<file path="config.mk">
export PLATFORM = sky130hd
export DESIGN_NAME = increment
export DESIGN_NICKNAME = d
export VERILOG_FILES = /design/src/rtl/increment_pkg.sv /design/src/rtl/increment_slice.sv /design/src/rtl/increment.sv
export SDC_FILE = /design/constraint.sdc
export NUM_CORES = 1
export LEC_CHECK = 0
export CAP_MARGIN = 20
export CORE_MARGIN = 4
export CORE_UTILIZATION = 30
export CTS_BUF_LIST = sky130_fd_sc_hd__clkbuf_4 sky130_fd_sc_hd__clkbuf_8 sky130_fd_sc_hd__clkbuf_16
export CTS_CLUSTER_DIAMETER = 100
export DETAILED_ROUTE_END_ITERATION = 8
export GPL_ROUTABILITY_DRIVEN = 0
export PLACE_DENSITY = 0.61
export SYNTH_ARGS = -nofsm -noshare
export SYNTH_HDL_FRONTEND = slang
export SYNTH_HIERARCHICAL = 1
export SYNTH_SLANG_ARGS = --single-unit
</file>
<file path="constraint.sdc">
create_clock -name clk -period 3.7 [get_ports clk]
set_input_delay 0.555 -clock clk [delete_from_list [all_inputs] [get_ports clk]]
set_output_delay 0.555 -clock clk [all_outputs]
set_load 0.05 [all_outputs]
</file>
<file path="src/rtl/increment_pkg.sv">
// Shared constants and data-word type for the registered incrementer.
package increment_pkg;

   // Default operand width and lookahead slice width.
   localparam int DEFAULT_WIDTH = 20;
   localparam int DEFAULT_SLICE = 4;

   // Data word at the default width.
   typedef logic [DEFAULT_WIDTH-1:0] word_t;

endpackage : increment_pkg

</file>
<file path="src/rtl/increment_slice.sv">
// One lookahead slice: adds the slice carry-in to its bits and reports
// whether the whole slice would pass a carry through (group propagate).
module increment_slice
   import increment_pkg::*;
#(
   parameter int SLICE = DEFAULT_SLICE
) (
   input  logic [SLICE-1:0] operand,
   input  logic             carry_in,
   output logic [SLICE-1:0] sum,
   output logic             group_prop
);

   // prefix[i] is carry_in AND all slice bits below bit i; a bit flips only
   // when every bit beneath it (and the slice carry-in) is one.
   logic [SLICE:0] prefix;

   assign prefix[0] = carry_in;

   generate
      for (genvar gi = 0; gi < SLICE; gi++) begin : g_bit
         assign prefix[gi+1] = prefix[gi] & operand[gi];
         assign sum[gi]      = operand[gi] ^ prefix[gi];
      end
   endgenerate

   // Propagate depends only on the slice's own bits, so the top-level
   // lookahead does not wait on this slice's carry-in.
   assign group_prop = &operand;

endmodule : increment_slice

</file>
<file path="src/rtl/increment.sv">
// Registered incrementer: out <= in + 1 (mod 2^WIDTH), carry_out flags an
// all-ones operand. Carries between slices come from a lookahead network
// built from per-slice group propagates, never from a neighbour's carry.
module increment
   import increment_pkg::*;
#(
   parameter int WIDTH = DEFAULT_WIDTH,
   parameter int SLICE = DEFAULT_SLICE
) (
   input  logic             clk,
   input  logic             rst,
   input  logic [WIDTH-1:0] in,
   output logic [WIDTH-1:0] out,
   output logic             carry_out
);

   localparam int NUM_SLICES = WIDTH / SLICE;

   logic [NUM_SLICES-1:0] group_prop;
   logic [NUM_SLICES-1:0] slice_carry;
   logic [WIDTH-1:0]      out_next;
   logic                  carry_out_next;
   logic [WIDTH-1:0]      out_reg;
   logic                  carry_out_reg;

   generate
      for (genvar gi = 0; gi < NUM_SLICES; gi++) begin : g_slice
         // Slice 0 always receives the +1; higher slices receive a carry
         // exactly when every lower slice is all ones.
         if (gi == 0) begin : g_first
            assign slice_carry[gi] = 1'b1;
         end else begin : g_upper
            assign slice_carry[gi] = &group_prop[gi-1:0];
         end

         increment_slice #(
            .SLICE (SLICE)
         ) u_slice (
            .operand    (in[gi*SLICE +: SLICE]),
            .carry_in   (slice_carry[gi]),
            .sum        (out_next[gi*SLICE +: SLICE]),
            .group_prop (group_prop[gi])
         );
      end
   endgenerate

   // The carry leaves the MSB only for an all-ones operand.
   assign carry_out_next = &group_prop;

   // Output registers; reset discards whatever operand is sampled that edge.
   always_ff @(posedge clk) begin
      if (rst) begin
         out_reg       <= '0;
         carry_out_reg <= 1'b0;
      end else begin
         out_reg       <= out_next;
         carry_out_reg <= carry_out_next;
      end
   end

   assign out       = out_reg;
   assign carry_out = carry_out_reg;

endmodule : increment

</file>
# Word level (Yosys, flattened, before mapping)
# Cells that the tools add are included.
[word_totals]
out_inout_bits = 21
register_bits = 21
[classes]
n_bitwise = 34
n_reduce_logical = 5
[ops]
columns = ["operator", "count"]
rows = [
  ["$reduce_and 20->1", 1],
  ["$xor 1x1->1", 19],
  ["$reduce_and 16->1", 1],
  ["$and 1x1->1", 14],
  ["$reduce_and 12->1", 1],
  ["$reduce_and 8->1", 1],
  ["$reduce_and 4->1", 1],
  ["$not 1->1", 1],
]

# Logic depth before layout (Yosys ltp)
[depth]
depth_word = 5
mapped_depth = 7
depth_no_buf = 7

# Hierarchy
# Netlist, hierarchy kept.
[modules_own_cells]
columns = ["module", "area_each_um2", "cells_per_inst", "n_inst", "seq_area_each_um2"]
rows = [
  ["increment", 589.3, 48, 1, 420.4],
  ["increment_slice", 55.1, 5, 5, 0.0],
]

# Least setup slack after synthesis
# Ideal clock, no wire load.
[synth_path]
path_kind = "input-to-reg"
from = "input in[2]"
to = "register out_reg[19], in the netlist out[19]"
cell_stages = 7
arrival_ns = 1.718
slack_ns = 1.864
t_required_ns = 3.582
n_path_buf = 0
path_cell_list = "and4_1 -> and4_1 -> ha_1 -> ha_1 -> ha_1 -> xor2_1 -> nor2b_1"
[synth_via]
elab_chain_cells = 5
[synth_lines]
columns = ["element", "line", "text"]
rows = [
  ["start: declaration", "increment.sv:12", "input logic [WIDTH-1:0] in,"],
  ["$reduce_and 16->1", "increment.sv:33", "assign slice_carry[gi] = &group_prop[gi-1:0];"],
  ["net slice_carry[4]", "increment.sv:20", "logic [NUM_SLICES-1:0] slice_carry;"],
  ["$and 1x1->1 (3 in a row)", "increment_slice.sv:22", "assign prefix[gi+1] = prefix[gi] & operand[gi];"],
  ["$xor 1x1->1", "increment_slice.sv:23", "assign sum[gi] = operand[gi] ^ prefix[gi];"],
  ["net out_next[19]", "increment.sv:21", "logic [WIDTH-1:0] out_next;"],
  ["end signal: assignment", "increment.sv:56", "out_reg <= out_next;"],
  ["end: declaration", "increment.sv:23", "logic [WIDTH-1:0] out_reg;"],
]
# The timed path passes the listed nets, and every way through them passes these cells.
# A chain may end at the register's enable or synchronous reset.

# Worst setup path in the final report
[layout_path]
from = "input in[0]"
to = "register out_reg[19], in the netlist out[19]"
# The elaborated chain is that of the path after synthesis.

==> flow_metrics.py <==
metrics = {
    "sta": {
        "hold_viol_final": 0,
        "finalCriticalPeriod_ns": 2.07,
        "slew_violations": 0,
        "worstMarginPinSlew_ns": 0.735,
        "fmax_ghz": 0.483,
        "rsz0062_at_grt": "no",
        "fin_crit_sh": 0.559,
        "timing.setup.tns_ns": 0,
        "finalSetupViolations": 0,
        "max-slew-margin-rel": 0.508,
    },
    "power": {
        "p_int_mw": 0.330,
        "p_seq_frac": 0.518,
        "clkPwrFrac": 0.232,
        "p_per_area_mw_per_mm2": 349,
        "leakagePower_nw": 0.600,
        "power_frac_comb": 0.250,
        "switching_share": 0.294,
        "p_sw_mw": 0.138,
        "ir_worst_vdd_uv": 196,
    },
    "logic_synthesis": {
        "synthTopCellsByCount": "dfxtp_1 (21), nor2b_1 (20), ha_1 (15)",
        "synth_ff_type": "dfxtp_1",
        "synth_largest_area_cell": "dfxtp_1",
        "synthAdderAreaFrac": 0.217,
        "netlist.area_leader.share": 0.486,
        "synthCells": 73,
        "synth-seq-cells": 21,
        "yosys.cell_count.top_type": "dfxtp_1",
        "async_flop_share": 0,
        "synth.avg_cell_area_um2": 11.8,
        "synth_cell_types": 10,
        "syn_area_um2": 865,
        "synth-simple-area-share": 0.230,
        "yosysWarnings": 6,
        "synthesis.nets": 110,
        "synthXorXnorAreaFrac": 0.0507,
        "synth-edff-count": 0,
        "synth_mux_area_frac": 0,
        "synth_top_family_by_area": "simple AND/OR/NAND/NOR gates",
        "netlist_top_cells_area": "dfxtp_1 (49%), ha_1 (22%), nor2b_1 (14%), and4_1 (6.1%), xor2_1 (5.1%)",
        "yosysSeqAreaShare": 0.486,
        "synth_compound_area_frac": 0,
    },
    "routing": {
        "viasPerCell": 4.28,
        "drt_first_pass_iters": 4,
        "wl_per_cell_um": 11.8,
        "vias": 634,
        "drtAntennaViolNets": 0,
        "drt_iter0_drc": 11,
        "drcViolationCount": 0,
        "totalWireLength_um": 1740,
    },
    "cts": {
        "ctsHoldBuffers": 0,
        "clk_pin_slew_ns": 0.12,
        "htreeDepth": 1,
        "cts_tree": "yes",
        "post_cts_buffers": 0,
        "cts_buffers": 3,
        "root_buffer": "clkbuf_4",
        "clock_sinks": 21,
        "cts.path.max_buffers": 2,
        "cts_resized": 0,
    },
    "floorplan": {
        "ios": 43,
        "fp.dieArea_mm2": 0.00381,
        "core-area_mm2": 0.00276,
        "chipHeight_um": 61.7,
        "start_util": 0.314,
        "die_w_um": 61.7,
        "num_rows": 19,
    },
    "global_routing": {
        "grt_antenna_before_repair": 0,
        "grt_overflow": 0,
        "grt_pass1_wl_um": 2640,
        "track_usage": 0.0979,
        "grt_pass1_vias": 614,
        "grt_max_degree": 22,
    },
    "setup_path": {
        "path_buf_inv": 1,
        "cp.required_ns": 3.88,
        "crit_top_cell": "ha_1",
        "cp-end-kind": "flip-flop",
        "path_max_fanout": 4,
        "crit_cells": 8,
        "startpoint_type": "input port",
        "critPathCapture": "out[19]",
        "crit_arrival_ns": 2.25,
        "cp_top_family": "simple AND/OR/NAND/NOR gates",
        "crit_start": "in[0]",
        "path_class": "in -> reg",
        "critical_path.max_stage_delay_ns": 0.43,
        "crit_chain": "clkdlybuf4s50_1 > and4_1 > and4_1 > ha_1 > ha_1 > ha_1 > xor2_1 > nor2b_1",
        "cp_slowest_cell": "clkdlybuf4s50_1",
    },
    "cells_and_area": {
        "drive_gt1_frac": 0.0342,
        "antennaDiodeCount": 0,
        "largest_reg_flops": 20,
        "syn_to_final_growth_pct": 55.1,
        "nets": 155,
        "final_cell_area_mm2": 0.00134,
        "n_fill_cell": 270,
        "postLayoutCoreUtil": 0.486,
    },
    "job": {
        "maxCapViolCount": 0,
    },
    "min_path": {
        "hold_class": "in -> reg",
        "holdCritStartpoint": "in[19]",
    },
    "place": {
        "dp_hpwl_um": 1430,
        "port_buffers": 42,
        "dpl-instance-area_mm2": 0.00131,
    },
    "run_status": {
        "status": "completed",
    },
}
==> cell type report <==
cell class / instances / area (um2) / area share
multi-input cells: 50 / 434 / 0.324
flip-flops and latches: 21 / 420 / 0.313
repair buffers: 42 / 420 / 0.313
well taps: 31 / 38.8 / 0.0289
clock buffers: 3 / 22.5 / 0.0168
clock inverters: 1 / 5.00 / 0.00373
==> power by group through the flow <==
stage | logic (mW) | clock network [mW] | registers [mW]
after floorplan | 0.0175 | 0 | 0.293
after global placement | 0.118 | 0 | 0.247
after detailed placement | 0.118 | 0 | 0.248
after CTS | 0.118 | 0.115 | 0.243
after global routing | 0.125 | 0.123 | 0.243
final | 0.117 | 0.108 | 0.242
==> kinds of logic (layout without fill, tap and decap cells) <==
family | after synthesis | count (layout)
adders and majority gates | 15 | 15
buffers and inverters | 2 | 46
and+or+nand+nor | 29 | 29
other | 1 | 1
DFF | 21 | 21
xor gates and xnor gates | 5 | 5
==> worst min path at each step <==
stage | endpoint | depth (start not counted)
4_1_cts | out[19] | 3
3_3_place_gp | out[3] | 3
2_1_floorplan | carry_out | 1
5_1_grt | out[19] | 3
3_5_place_dp | out[11] | 3
6_report | out[19] | 3
==> placed cells by master, fill, tap and decap left out <==
cell type | synthesis | final
and2_1 | 1 | 1
and3_1 | 1 | 1
and3b_1 | 1 | 1
and4_1 | 6 | 6
clkbuf_4 | 0 | 3
clkdlybuf4s50_1 | 0 | 42
clkinv_2 | 0 | 1
conb_1 | 1 | 1
dfxtp_1 | 21 | 21
ha_1 | 15 | 15
nor2b_1 | 20 | 20
xor2_1 | 5 | 5
==> per-layer routing <==
metal	global-route usage	share of wire	vias up	wire length [um]
li1	-	-	333	-
met1	0.128	0.42	278	739
met2	0.146	0.50	21	867
met3	0.0189	0.062	2	108
met4	0.0636	0.015	0	26
met5	0	0	-	0
==> per-stage QoR <==
step | setup WS, ns | total power, mW | hold WS, ns | cells
after floorplan | 1.86 | 0.311 | 0.754 | 73
after global placement | 1.32 | 0.365 | 1.27 | 144
after detailed placement | 1.29 | 0.365 | 1.27 | 144
after CTS | 1.62 | 0.475 | 0.945 | 148
after global routing | 1.53 | 0.491 | 0.956 | 148
final | 1.63 | 0.468 | 0.956 | 148
Power figures use the tool's default switching activity.
